### config.mk
export PLATFORM = sky130hd
export DESIGN_NAME = uart_rx
export DESIGN_NICKNAME = d
export VERILOG_FILES = /design/src/rtl/uart_pkg.sv /design/src/rtl/uart_rx_sync2.sv /design/src/rtl/uart_rx.sv
export SDC_FILE = /design/constraint.sdc
export NUM_CORES = 1
export LEC_CHECK = 0
export CAP_MARGIN = 20
export CORE_AREA = 3 3 69 55
export CTS_CLUSTER_DIAMETER = 30
export DETAILED_ROUTE_END_ITERATION = 10
export DIE_AREA = 0 0 72 58
export PLACE_DENSITY = 0.74
export SLEW_MARGIN = 20
export SYNTH_ARGS = -nofsm -noshare
export SYNTH_HDL_FRONTEND = slang
export SYNTH_SLANG_ARGS = --single-unit
### constraint.sdc
create_clock -name i_clk -period 1.85 [get_ports i_clk]
set_input_delay 0.555 -clock i_clk [delete_from_list [all_inputs] [get_ports i_clk]]
set_output_delay 0.555 -clock i_clk [all_outputs]
set_load 0.01 [all_outputs]
### src/rtl/uart_pkg.sv
`default_nettype none
// ============================================================================
// Module   : uart_pkg
// Purpose  : Shared UART definitions: board clock and baud constants, frame
//            width and the receiver state encoding.
// Contents : CLK_HZ, BAUD, BIT_CYCLES, DATA_BITS, rx_state_t
// Revision : 1.0 - initial release
// ============================================================================
package uart_pkg;

  // Board clock and line rate; the transmitter wrapper derives its bit
  // period from the same pair so both ends agree.
  localparam int CLK_HZ     = 27_000_000;
  localparam int BAUD       = 115_200;
  localparam int BIT_CYCLES = CLK_HZ / BAUD;

  localparam int DATA_BITS  = 8;

  typedef enum logic [2:0] {
    IDLE  = 3'd0,
    START = 3'd1,
    DATA  = 3'd2,
    STOP  = 3'd3,
    WAIT  = 3'd4
  } rx_state_t;

endpackage
`default_nettype wire

### src/rtl/uart_rx_sync2.sv
`default_nettype none
// ============================================================================
// Module   : sync2
// Purpose  : Two-flop synchronizer for a single asynchronous input.
// Ports    : i_clk  - destination clock
//            i_rst  - asynchronous active-high reset
//            i_d    - asynchronous input
//            o_q    - synchronized output (RESET_VAL while in reset)
// Revision : 1.0 - initial release
// ============================================================================
module sync2 #(
  parameter logic RESET_VAL = 1'b1
) (
  input  logic i_clk,
  input  logic i_rst,
  input  logic i_d,
  output logic o_q
);

  logic r_meta;
  logic r_sync;

  always_ff @(posedge i_clk or posedge i_rst) begin
    if (i_rst) begin
      r_meta <= RESET_VAL;
      r_sync <= RESET_VAL;
    end else begin
      r_meta <= i_d;
      r_sync <= r_meta;
    end
  end

  assign o_q = r_sync;

endmodule
`default_nettype wire

### src/rtl/uart_rx.sv
`default_nettype none
// ============================================================================
// Module   : uart_rx
// Purpose  : 8N1 UART receiver, LSB first. Recovers bytes from the serial
//            line, strobes each good byte and flags framing errors.
// Ports    : i_clk   - system clock
//            i_rst   - asynchronous active-high reset
//            i_rxd   - serial line, idle high, asynchronous to i_clk
//            o_data  - last correctly received byte (held)
//            o_valid - one-cycle strobe, o_data updated this cycle
//            o_ferr  - one-cycle strobe, stop bit low, byte discarded
//            o_led   - high while a frame is in progress
// Revision : 1.0 - initial release
// ============================================================================
module uart_rx
  import uart_pkg::*;
#(
  parameter int D = BIT_CYCLES
) (
  input  logic       i_clk,
  input  logic       i_rst,
  input  logic       i_rxd,
  output logic [7:0] o_data,
  output logic       o_valid,
  output logic       o_ferr,
  output logic       o_led
);

  // Mid-bit offset used once in START; afterwards every sample lands a full
  // bit period later, so all data and stop samples stay centred.
  localparam int H  = D / 2;
  localparam int CW = (D > 1) ? $clog2(D) : 1;
  localparam int BW = $clog2(DATA_BITS);

  localparam logic [CW-1:0] C_START_LAST = CW'(H - 1);
  localparam logic [CW-1:0] C_BIT_LAST   = CW'(D - 1);
  localparam logic [BW-1:0] C_LAST_BIT   = BW'(DATA_BITS - 1);

  logic                  w_rxs;

  rx_state_t             r_state;
  rx_state_t             w_state_nxt;
  logic [CW-1:0]         r_cyc;
  logic [CW-1:0]         w_cyc_nxt;
  logic [BW-1:0]         r_bit;
  logic [BW-1:0]         w_bit_nxt;
  logic [DATA_BITS-1:0]  r_shift;
  logic [DATA_BITS-1:0]  w_shift_nxt;
  logic [7:0]            r_data;
  logic [7:0]            w_data_nxt;
  logic                  r_valid;
  logic                  w_valid_nxt;
  logic                  r_ferr;
  logic                  w_ferr_nxt;
  logic                  r_led;

  sync2 #(
    .RESET_VAL (1'b1)
  ) u_sync_rxd (
    .i_clk (i_clk),
    .i_rst (i_rst),
    .i_d   (i_rxd),
    .o_q   (w_rxs)
  );

  always_ff @(posedge i_clk or posedge i_rst) begin
    if (i_rst) begin
      r_state <= IDLE;
    end else begin
      r_state <= w_state_nxt;
    end
  end

  always_comb begin
    w_state_nxt = r_state;
    w_cyc_nxt   = r_cyc;
    w_bit_nxt   = r_bit;
    w_shift_nxt = r_shift;
    w_data_nxt  = r_data;
    w_valid_nxt = 1'b0;
    w_ferr_nxt  = 1'b0;

    case (r_state)
      IDLE: begin
        w_cyc_nxt = '0;
        if (!w_rxs) begin
          w_state_nxt = START;
        end
      end

      START: begin
        if (r_cyc == C_START_LAST) begin
          w_cyc_nxt = '0;
          w_bit_nxt = '0;
          // A line that is high again at mid-start was a glitch.
          w_state_nxt = w_rxs ? IDLE : DATA;
        end else begin
          w_cyc_nxt = r_cyc + CW'(1);
        end
      end

      DATA: begin
        if (r_cyc == C_BIT_LAST) begin
          w_cyc_nxt   = '0;
          w_shift_nxt = {w_rxs, r_shift[DATA_BITS-1:1]};
          if (r_bit == C_LAST_BIT) begin
            w_bit_nxt   = '0;
            w_state_nxt = STOP;
          end else begin
            w_bit_nxt = r_bit + BW'(1);
          end
        end else begin
          w_cyc_nxt = r_cyc + CW'(1);
        end
      end

      STOP: begin
        if (r_cyc == C_BIT_LAST) begin
          w_cyc_nxt = '0;
          // Leaving at mid-stop-bit lets a start bit that follows directly
          // be caught without losing the next frame.
          if (w_rxs) begin
            w_data_nxt  = r_shift;
            w_valid_nxt = 1'b1;
            w_state_nxt = IDLE;
          end else begin
            w_ferr_nxt  = 1'b1;
            w_state_nxt = WAIT;
          end
        end else begin
          w_cyc_nxt = r_cyc + CW'(1);
        end
      end

      WAIT: begin
        // Hold off until the line is released so a break is not mistaken
        // for a stream of start bits.
        w_cyc_nxt = '0;
        if (w_rxs) begin
          w_state_nxt = IDLE;
        end
      end

      default: begin
        w_state_nxt = IDLE;
        w_cyc_nxt   = '0;
        w_bit_nxt   = '0;
      end
    endcase
  end

  always_ff @(posedge i_clk or posedge i_rst) begin
    if (i_rst) begin
      r_cyc   <= '0;
      r_bit   <= '0;
      r_shift <= '0;
      r_data  <= 8'h00;
      r_valid <= 1'b0;
      r_ferr  <= 1'b0;
      r_led   <= 1'b0;
    end else begin
      r_cyc   <= w_cyc_nxt;
      r_bit   <= w_bit_nxt;
      r_shift <= w_shift_nxt;
      r_data  <= w_data_nxt;
      r_valid <= w_valid_nxt;
      r_ferr  <= w_ferr_nxt;
      // Registered from the next state so the LED tracks the state register.
      r_led   <= (w_state_nxt != IDLE);
    end
  end

  assign o_data  = r_data;
  assign o_valid = r_valid;
  assign o_ferr  = r_ferr;
  assign o_led   = r_led;

endmodule
`default_nettype wire

# Yosys cells after proc, flatten, opt, wreduce, memory -nomap -nowiden
# Cells that the tools add are included.
[totals] ff_bits=35 latchBits=0 ramBits=0 mem_bits_ro=0 in_bits=3 output_inout_bits=11 wordCells=51 mem_count=0
[op_classes] n_addsub=2 n_mul=0 div_mod_pow=0 order_cmp=0 n_eq_ne=9 shifts=0 mux=22 n_bitwise=1 n_reduce_logical=7
[ops] operator="$mux W3" n=10
[ops] operator="$mux W8" n=2
[ops] operator="$pmux W8 S2" n=1
[ops] operator="$pmux W3 S5" n=1
[ops] operator="$pmux W3 S3" n=1
[ops] operator="$add A8 B1 Y8 const B" n=1
[ops] operator="$eq A8 B7 Y1 const B" n=1
[ops] operator="$eq A8 B8 Y1 const B" n=1
[ops] operator="$eq A3 B2 Y1 const B" n=2
[ops] operator="$eq A3 B3 Y1 const B" n=2
[ops] operator="$mux W1" n=6
[ops] operator="$reduce_and A3 Y1" n=2
[ops] operator="$ne A2 B2 Y1 const B" n=2
[ops] operator="$add A3 B1 Y3 const B" n=1
[ops] operator="$eq A3 B1 Y1 const B" n=1
[ops] operator="$logic_not A3 Y1" n=1
[ops] operator="$reduce_bool A3 Y1" n=1
[ops] operator="$reduce_or A3 Y1" n=1
[ops] operator="$mux W2" n=1
[ops] operator="$reduce_and A2 Y1" n=1
[ops] operator="$reduce_or A2 Y1" n=1
[ops] operator="$not A1 Y1" n=1

# Longest topological paths before layout
[depth] depth_word=5 depth_mapped=7

# Modules after synthesis
# From an unflattened synthesis, not the netlist that was laid out.
[unflattened] hier_cells=125 hier_area_um2=1587.8
[modules_own_cells] mod="uart_rx" instances=1 cells_per_inst=122 area_per_inst_um2=1531.5 seq_area_each_um2=825.8
[modules_own_cells] mod="sync2" instances=1 cells_per_inst=3 area_per_inst_um2=56.3 seq_area_each_um2=52.6

# Least setup slack after synthesis
# OpenSTA, ideal clock, no wires.
[synth_timing] path_type="flip-flop to flip-flop" from="reg r_cyc[1]" to="reg r_shift[0]" setup_ns=0.125 arrival_ns=1.661 t_required_ns=1.725 slack_ns=0.064 path_stages_with_launch=6 path_buffers=0 path_cell_list="dfrtp_1 inv_1 ha_1 nand3b_1 nor3_2 mux2_2"
[synth_between] elab_chain_len=2
[synth_rtl] item="from (decl)" line_no="uart_rx.sv:43" source="logic [CW-1:0] r_cyc;"
[synth_rtl] item="from (signal assigned)" line_no="uart_rx.sv:162" source="r_cyc <= w_cyc_nxt;"
[synth_rtl] item="$eq A8 B8 Y1" line_no="uart_rx.sv:103" source="if (r_cyc == C_BIT_LAST) begin"
[synth_rtl] item="$reduce_and A2 Y1 (no line)"
[synth_rtl] item="to (signal assigned)" line_no="uart_rx.sv:164" source="r_shift <= w_shift_nxt;"
[synth_rtl] item="to (decl)" line_no="uart_rx.sv:47" source="logic [DATA_BITS-1:0] r_shift;"
# No other way between the ends.
# A chain may end at the register's enable or synchronous reset.

# Worst setup path in the final report
[layout_timing] from="reg r_cyc[1]" to="reg r_data[4], in the netlist o_data[4]"
[layout_between] elab_chain_len=2
[layout_rtl] item="$eq A8 B8 Y1" line_no="uart_rx.sv:118" source="if (r_cyc == C_BIT_LAST) begin"
[layout_rtl] item="$reduce_and A3 Y1 (no line)"
[layout_rtl] item="to (signal assigned)" line_no="uart_rx.sv:165" source="r_data <= w_data_nxt;"
[layout_rtl] item="to (decl)" line_no="uart_rx.sv:49" source="logic [7:0] r_data;"
# No other way between the ends.

==> flow_summary.ini <==
[synth]
async_reset_ff_share_pct = 100
ys.flop_type = dfrtp_1
synthesis.area_um2 = 1550
ys_seq_area_share_pct = 56.6
synth_edf_count = 0
syn_area_per_cell_um2 = 13.3
yosysWarnings = 0
syn_nets = 125
ys_ff_latch = 35
netlist_instances = 117
netlist-cell-type-count = 38

[timing]
fin_crit_sh_pct = 98.9
setup_viol = 0
hold_viol = 0
fin_tns_setup_ps = 0
fin_ws_ps = 20.8
timing.fmax_mhz = 547
slew_headroom_pct = 70.8
slew_viol_final = 0
rsz0062_at_grt = yes
fin_crit_ps = 1830
worst_pin_slew_ps = 437
fin_skew_ps = 4.52

[setup_path]
critPathMaxFanout = 4
max_stage_delay_ps = 420
cp_data_required_time_ps = 2020
path_class = reg2reg
crit_path_start_kind = flop
critical_path_arrival_ps = 2000
worstPathCellList = inv_2 > ha_2 > and3b_2 > nand4_1 > nor2_4 > clkbuf_16 > mux2_2
cpMaxStageDelayCell = dfrtp_1
end_kind = flop

[final_layout]
final_nets = 152
n_fill_cell = 255
postLayoutCellArea_um2 = 1950
antenna_cells = 0
layout_commonest_cell = dfrtp_1
drive_gt1_share_pct = 33.8
final_cell_mix = dfrtp_1 (32), mux2_2 (17), clkdlybuf4s50_1 (13)
syn2layout_area_growth_pct = 25.4
fin_util_pct = 60.4

[die]
die_area_um2 = 4180
num_io_pins = 14
core-area_um2 = 3220
die_w_um = 72
dieHeight_um = 58
std_cell_rows = 18
start_util_pct = 48.2

[job]
drv_cap = 0

[cts]
cts_buffer_depth = 2
clock_latency_ps = 280
cts_sinks = 35
cts_tree = yes
htree_num_levels = 2
path_clk_slew_ps = 70
cts_root_buf = clkbuf_8
cts_buffers = 5

[place]
portBuffers = 13
gp_congestion = 0.795
dpl.hpwl_mm = 1.95
placed_area_um2 = 1780
pre_cts_slack_ps = 69.9

[hold_path]
min_path_type = reg2reg

[routing]
post_drt_wl_per_cell_um = 14.6
first_pass_iters = 4
wirelength_mm = 2.70
dr_total_vias = 963
viasPerCell = 5.21
remaining_drc_errors = 0
antenna_left = 0
drt_iter0_drc = 46

[grt]
grt-ovfl-total = 0
grt_pass1_vias = 989
grt_usage_pct = 14.1
grt_antenna_before_repair = 0
grt_max_degree = 19
grt_pass1_wl_mm = 4.37

[status]
status = complete, no violations

[pwr]
powerDensity_nw_per_um2 = 769
ir_drop_mv = 0.533
leakage_nw = 0.919
## where the power goes
group	switching (mW)	total (mW)	internal (mW)
clock	0.262	0.697	0.436
sequential	0.00213	0.771	0.769
combinational	0.0173	0.0278	0.0105
## cell type report
type	instances	area, µm²	area share [%]
flip-flops and latches	35	880	45.2
multi-input cells	76	643	33.1
repair buffers	22	240	12.3
clock buffers	6	82.6	4.24
well taps	40	50.0	2.57
clock inverters	2	35.0	1.80
inverters	4	15.0	0.772
## path summary, 6_finish.rpt
kind / from / endpoint / slack, ps / cells past startpoint
min in group asynchronous: i_rst / o_data[6] / 570 / 2
worst min-delay path: u_sync_rxd.r_meta / u_sync_rxd.o_q / 360 / 0
worst max register to register: r_cyc[1] / o_data[4] / 20 / 7
worst min register to register: u_sync_rxd.r_meta / u_sync_rxd.o_q / 360 / 0
worst max-delay path: r_cyc[1] / o_data[4] / 20 / 7
max in group asynchronous: i_rst / r_cyc[0] / 800 / 3
## cells in the mapped netlist, drive strengths merged (2+ instances only)
library cell | count | share of area, %
or4b | 2 | 1.3
dfrtp | 33 | 53
nor2 | 10 | 2.6
nor3 | 3 | 1.3
xnor2 | 3 | 1.7
nand2 | 2 | 0.48
o21ai | 3 | 1.7
o211ai | 2 | 0.97
dfstp | 2 | 3.4
inv | 4 | 0.97
nand4 | 4 | 1.6
a22o | 2 | 1.1
ha | 5 | 4.0
mux2 | 17 | 12
nand3 | 2 | 0.65
xor2 | 3 | 1.7
and2b | 3 | 1.7
buf | 2 | 1.5
## metal layers
layer / track usage [%] / routed length [µm]
met5: 0 / 0
met4: 7.24 / 65
met3: 4.68 / 84
met2: 22.5 / 1320
met1: 17.1 / 1230
## worst max-delay path, delay by kind of cell (launching register included)
family	cells	cell delay, ps
fa+ha+maj	1	160
buf+inv	2	240
flops	1	420
mux	1	320
simple gates	3	570
## state kept, by name, indices dropped and copies added, names as in the netlist, 3 cells and up
register  cells
o_data        8
r_cyc         8
r_shift       8
r_bit         3
r_state       3
## cell families (layout without fill, tap and decap cells)
logic type | count (synthesis) | count (layout) | share of synthesized area [%]
simple gates | 37 | 37 | 15.6
fa+ha+maj | 5 | 5 | 4.03
compound gates | 11 | 11 | 5.56
buf+inv | 6 | 34 | 2.42
xor+xnor | 6 | 6 | 3.39
flops | 35 | 35 | 56.6
mux | 17 | 17 | 12.3
## through the flow
stage                     cells  hold slack [ps]  total power [mW]
after global routing        185              367              1.55
after detailed placement    174              348             0.814
after floorplan             117              345             0.798
final                       185              357              1.50
after global placement      174              348             0.813
after CTS                   182              358              1.51
## timing repair
action,CTS,global route
setup buffers,0,2
gates resized for setup,0,4
hold buffers,0,0
endpoints found under the setup margin,0,7
No activity file was read; power rests on OpenSTA's default activity.
==> RTL edit 1 (config.mk and constraints unchanged) <==
`RESET_VAL` is set to 1'b1 in 2 places; all go to 1'b0.
--- a/src/rtl/uart_rx_sync2.sv
+++ b/src/rtl/uart_rx_sync2.sv
@@ -9,7 +9,7 @@
 // Revision : 1.0 - initial release
 // ============================================================================
 module sync2 #(
-  parameter logic RESET_VAL = 1'b1
+  parameter logic RESET_VAL = 1'b0
 ) (
   input  logic i_clk,
   input  logic i_rst,
--- a/src/rtl/uart_rx.sv
+++ b/src/rtl/uart_rx.sv
@@ -55,7 +55,7 @@
   logic                  r_led;
 
   sync2 #(
-    .RESET_VAL (1'b1)
+    .RESET_VAL (1'b0)
   ) u_sync_rxd (
     .i_clk (i_clk),
     .i_rst (i_rst),
Check against the original RTL: not equivalent (Yosys sat finds a counterexample within 4 cycles, from zero or initial values and one cycle with i_rst high).
==> RTL edit 1 against the original RTL <==
  * Synthesized cell count is the same
  * Synthesized area shrank 0.16%
  * Via count grew 3.4%
  * Die area is the same
  * Routed wire length grew 3.9%
  * Total power grew 6.5%
  * Sequential cell count is the same
  * Setup slack gained 17 ps
  * Count of clock-buffer cells in the layout is the same
  * Cell area grew 1.5%
==> RTL edit 1: results (changes against the original RTL) <==
dp_cells: 173  # -0.57%
mean_area_per_synthesized_cell_um2: 13.2  # -0.16%
gr-usage-met2_pct: 22.9  # +0.39 points
finClkSkew_ps: 3.31  # -1.21 ps
routedWlPerCell_um: 15.1  # +3.3%
drt_pre_antenna_iters: 5  # +1
clock_power_share_pct: 50.3  # +3.7 points
final_layout_size_suffix_gt1_share_pct: 32.2  # -1.6 points
num-nets-final: 153  # +0.66%
timing.rr.end: "o_led$_DFF_PP0_"
placement.setup.worst_slack_ps: 42.7  # -27.2 ps
r2r_setup_slack_ps: 40  # +20 ps
seq_area_frac_synth_pct: 56.5  # -0.070 points
power_internal_mw: 1.31  # +8.0%
syn-num-nets: 125  # unchanged
synth_cell_types: 37  # -2.6%
vdd_ir_drop_max_v: 0.000530  # -0.55%
global_route.usage.total_pct: 14.7  # +0.65 points
min-delay-start: "u_sync_rxd.r_meta$_DFF_PP0_"
synthDominantCellAreaShare_pct: 56.5  # +3.3 points
synth-compound-area-share_pct: 5.57  # +0.0090 points
detail_route.wirelength_um: 2810  # +3.9%
critical_path.slowest_cell: "sky130_fd_sc_hd__or4b_1"
synth_fa_ha_area_share_pct: 4.04  # +0.0065 points
n_fill_cell: 235  # -7.8%
static-leakage-power_nw: 0.930  # +1.2%
vias_per_cell: 5.35  # +2.9%
detailed_place.area_mm2: 0.00176  # -1.3%
run_status: "finished clean"
synth_warnings: 0  # unchanged
max_freq_mhz: 552  # +0.96%
grt_first_pass_wirelength_um: 4540  # +3.8%
place.detailed.hpwl_um: 1880  # -3.8%
fin_util_pct: 61.3  # +0.89 points
netlist_top_cells_count: "sky130_fd_sc_hd__dfrtp_1, sky130_fd_sc_hd__mux2_2, sky130_fd_sc_hd__nor2_1, sky130_fd_sc_hd__ha_1"
grt_start_max_net_pins: 36  # +17
crit_fanout: 5  # +1
synthXorXnorAreaFrac_pct: 3.39  # +0.0055 points
antennaDiodeCount: 0  # unchanged
cts_inserted_buffers: 5  # unchanged
grt_util_met1_pct: 18.4  # +1.3 points
dr.first_iter.drc_count: 42  # -8.7%
whs_endpoint: "u_sync_rxd.o_q$_DFF_PP0_"
gp_congestion: 0.793  # -0.26%
power.net_switching_mw: 0.282  # +0.34%
hold_slack_ps: 361  # +3.78 ps
slowest_delay_ps: 460  # +40 ps
sequentialPowerShare_pct: 48.3  # -3.2 points
reg2reg_depth: 6  # -1
RTL edit 1: what timing repair did:
action                                 CTS  global route
setup endpoints to repair                0            10
gates resized for setup                  0             8
endpoints found under the hold margin    0             0
buffers inserted                         0             4
RTL edit 1: layer usage:
metal / share of wire, % / vias to the layer above
li1: - / 472
met1: 47 / 496
met2: 47 / 21
met3: 3.2 / 7
met4: 1.9 / 0
met5: 0 / -
RTL edit 1: cells by family (layout without fill, tap and decap cells):
| logic type | Yosys count | count (layout) |
|---|---|---|
| multiplexers | 17 | 17 |
| flip-flops | 35 | 35 |
| XOR/XNOR | 6 | 6 |
| buffers and inverters | 6 | 35 |
| AND/OR/NAND/NOR | 37 | 37 |
| AO/OA/AOI/OAI | 11 | 11 |
| adder cells (fa/ha/maj) | 5 | 5 |
RTL edit 1: area by class of cell:
class	count	share of cell area, %
repair buffers	23	11.9
inverters	4	0.760
clock buffers	6	3.68
well taps	40	2.53
multi-input cells	76	33.7
flip-flops and latches	35	44.4
clock inverters	2	3.04
==> RTL edit 2 (config.mk and constraints unchanged) <==
Without the edit above. Take the reset off `r_data` and load it in a clocked block of its own.
--- a/src/rtl/uart_rx.sv
+++ b/src/rtl/uart_rx.sv
@@ -154,7 +154,6 @@
       r_cyc   <= '0;
       r_bit   <= '0;
       r_shift <= '0;
-      r_data  <= 8'h00;
       r_valid <= 1'b0;
       r_ferr  <= 1'b0;
       r_led   <= 1'b0;
@@ -162,12 +161,15 @@
       r_cyc   <= w_cyc_nxt;
       r_bit   <= w_bit_nxt;
       r_shift <= w_shift_nxt;
-      r_data  <= w_data_nxt;
       r_valid <= w_valid_nxt;
       r_ferr  <= w_ferr_nxt;
       // Registered from the next state so the LED tracks the state register.
       r_led   <= (w_state_nxt != IDLE);
     end
+  end
+
+  always_ff @(posedge i_clk) begin
+    r_data <= w_data_nxt;
   end
 
   assign o_data  = r_data;
Behaviour: same outputs for any inputs over 10 cycles, from zero or initial values and one cycle with i_rst high; that may be too few to reach the edited logic, so the function may still have changed.
==> RTL edit 2 against the original RTL <==
  * Critical endpoint is now r_bit[0]$_DFFE_PP0P_
  * Total power increased by 0.16%
  * Sequential cell count unchanged
  * Synthesized area fell by 5.0%
  * Routed wire length grew 5.6%
  * The run now ends with setup timing left
  * Cell area up 3.3%
  * Core utilization up 2.0 points
  * Synthesized cell count is 6.0% lower
  * Critical path type unchanged
  * Setup slack got worse by 180 ps
  * Non-clock buffer count grew 14
  * Sequential share of layout area is 0.47 points higher
==> RTL edit 2: results (changes against the original RTL) <==
finClkSkew_ps: 9.03  # +4.51 ps
run_status: "complete, but fails checks"
vias_in_the_first_global_route: 974  # -1.5%
hold_slack_ps: 360  # +3.09 ps
syn-num-nets: 118  # -5.6%
worst_setup_hold_path_clk_slew_ps: 70  # about the same
antenna_found_initial: 0  # unchanged
master_cell_of_the_clock_root_buffer: "sky130_fd_sc_hd__clkbuf_8"
netlist_top_cells_count: "sky130_fd_sc_hd__dfrtp_1, sky130_fd_sc_hd__nor2_1, sky130_fd_sc_hd__edfxtp_1, sky130_fd_sc_hd__mux2_2, sky130_fd_sc_hd__ha_1"
num-nets-final: 160  # +5.3%
min_path_type: "flip-flop to flip-flop"
place.detailed.hpwl_um: 1880  # -4.0%
cts_inserted_buffers: 5  # unchanged
dr.first_iter.drc_count: 71  # +54%
clock_tree.buffer_depth: 2  # unchanged
violations: "setup timing"
min-delay-start: "u_sync_rxd.r_meta$_DFF_PP1_"
grt_first_pass_wirelength_um: 4640  # +6.0%
gp_congestion: 0.848  # +6.7%
detail_route.drc_violations: 0  # unchanged
htree_num_levels: 2  # unchanged
vias_per_cell: 5.09  # -2.3%
global_route.usage.total_pct: 15.3  # +1.2 points
reg2reg_depth: 6  # -1
seq_area_frac_synth_pct: 62.3  # +5.7 points
grt_start_max_net_pins: 28  # +9
setup-violations-final: 13  # +13
synth_enable_flop_cells: 8  # +8
mean_area_per_synthesized_cell_um2: 13.4  # +1.0%
detailed_place.area_mm2: 0.00178  # -0.14%
whs_endpoint: "u_sync_rxd.o_q$_DFF_PP1_"
reg2reg_from: "r_cyc[1]$_DFF_PP0_"
fin_cells: 193  # +4.3%
clock_latency_ps: 290
synthTopCellsByArea: "sky130_fd_sc_hd__dfrtp_1, sky130_fd_sc_hd__edfxtp_1, sky130_fd_sc_hd__mux2_2"
placement.setup.worst_slack_ps: -236  # -306 ps
static-leakage-power_nw: 0.894  # -2.7%
postLayoutSetupSlackWorst_ps: -161  # -182 ps
port_buffers: 13  # unchanged
drt_pre_antenna_iters: 4  # unchanged
synth-async-reset-ratio_pct: 77.1  # -23 points
worstMarginPinSlew_ps: 585  # +148 ps
synth_cell_types: 35  # -7.9%
crit_fanout: 3  # -1
vdd_ir_drop_max_v: 0.000632  # +19%
timing.critical_path.arrival_ps: 2180  # +180 ps
dp_cells: 179  # +2.9%
synth_warnings: 0  # unchanged
final_layout_size_suffix_gt1_share_pct: 34.6  # +0.85 points
fin_setup_tns_ps: -755  # -755 ps
antennaDiodeCount: 0  # unchanged
timing.rr.end: "r_bit[0]$_DFFE_PP0P_"
routedWlPerCell_um: 14.8  # +1.2%
power.switching_fraction_pct: 20.2  # +1.4 points
worstHoldPathCells: 0  # unchanged
## RTL edit 2: worst max path at each step
| stage | from | to | slack [ps] | cells after the start |
|---|---|---|---|---|
| 2_1_floorplan | r_cyc[0]$_DFF_PP0_ | r_bit[0]$_DFFE_PP0P_ | -210 | 7 |
| 3_3_place_gp | r_cyc[1]$_DFF_PP0_ | r_bit[0]$_DFFE_PP0P_ | -210 | 6 |
| 3_5_place_dp | r_cyc[1]$_DFF_PP0_ | r_bit[0]$_DFFE_PP0P_ | -240 | 6 |
| 4_1_cts | r_cyc[1]$_DFF_PP0_ | r_bit[0]$_DFFE_PP0P_ | -170 | 6 |
| 5_1_grt | r_cyc[0]$_DFF_PP0_ | r_bit[0]$_DFFE_PP0P_ | -210 | 6 |
| 6_report | r_cyc[1]$_DFF_PP0_ | r_bit[0]$_DFFE_PP0P_ | -160 | 6 |
## RTL edit 2: final cells by class
class / instances / area [um^2]
clock inverter: 3 / 43.8
sequential: 35 / 918
timing repair buffer: 36 / 314
inverter: 4 / 15.0
multi-input combinational: 70 / 601
clock buffer: 5 / 68.8
fill: 244 / 1210
tap: 40 / 50.0
## RTL edit 2: critical path, stage by stage (launching register included)
cell,delay [ps]
sky130_fd_sc_hd__dfrtp_1,390
sky130_fd_sc_hd__inv_2,80
sky130_fd_sc_hd__ha_4,110
sky130_fd_sc_hd__nand4_1,90
sky130_fd_sc_hd__or4b_4,530
sky130_fd_sc_hd__a221o_2,390
sky130_fd_sc_hd__mux2_4,300
## RTL edit 2: kinds of logic after synthesis
kind of cell / after synthesis / synth area share [%]
buffers and inverters: 5 / 1.36
muxes: 9 / 7.13
AOI/OAI and AO/OA: 10 / 6.11
and+or+nand+nor: 40 / 15.3
xor gates and xnor gates: 6 / 3.57
adders and majority gates: 5 / 4.24
DFF: 35 / 62.3
## RTL edit 2: metal layers
layer	GRT usage, %	vias up	part of all wire [%]
li1	-	477	-
met1	21.3	475	49
met2	20.7	24	45
met3	7.28	6	4.1
met4	5.63	0	2.0
met5	0	-	0
## RTL edit 2: timing repair
action,4_1_cts,5_1_grt
cloned,0,1
resized for setup,15,8
setup buffers,2,3
hold buffers,0,0
setup endpoints to repair,6,14
pin swaps,5,3
## RTL edit 2: power by group through the flow
stage | Sequential, mW | Clock [mW] | Combinational (mW)
finish | 0.792 | 0.688 | 0.0194
detailed placement | 0.807 | 0 | 0.0206
global placement | 0.807 | 0 | 0.0202
floorplan | 0.807 | 0 | 0.0108
global route | 0.792 | 0.744 | 0.0232
CTS | 0.792 | 0.700 | 0.0207
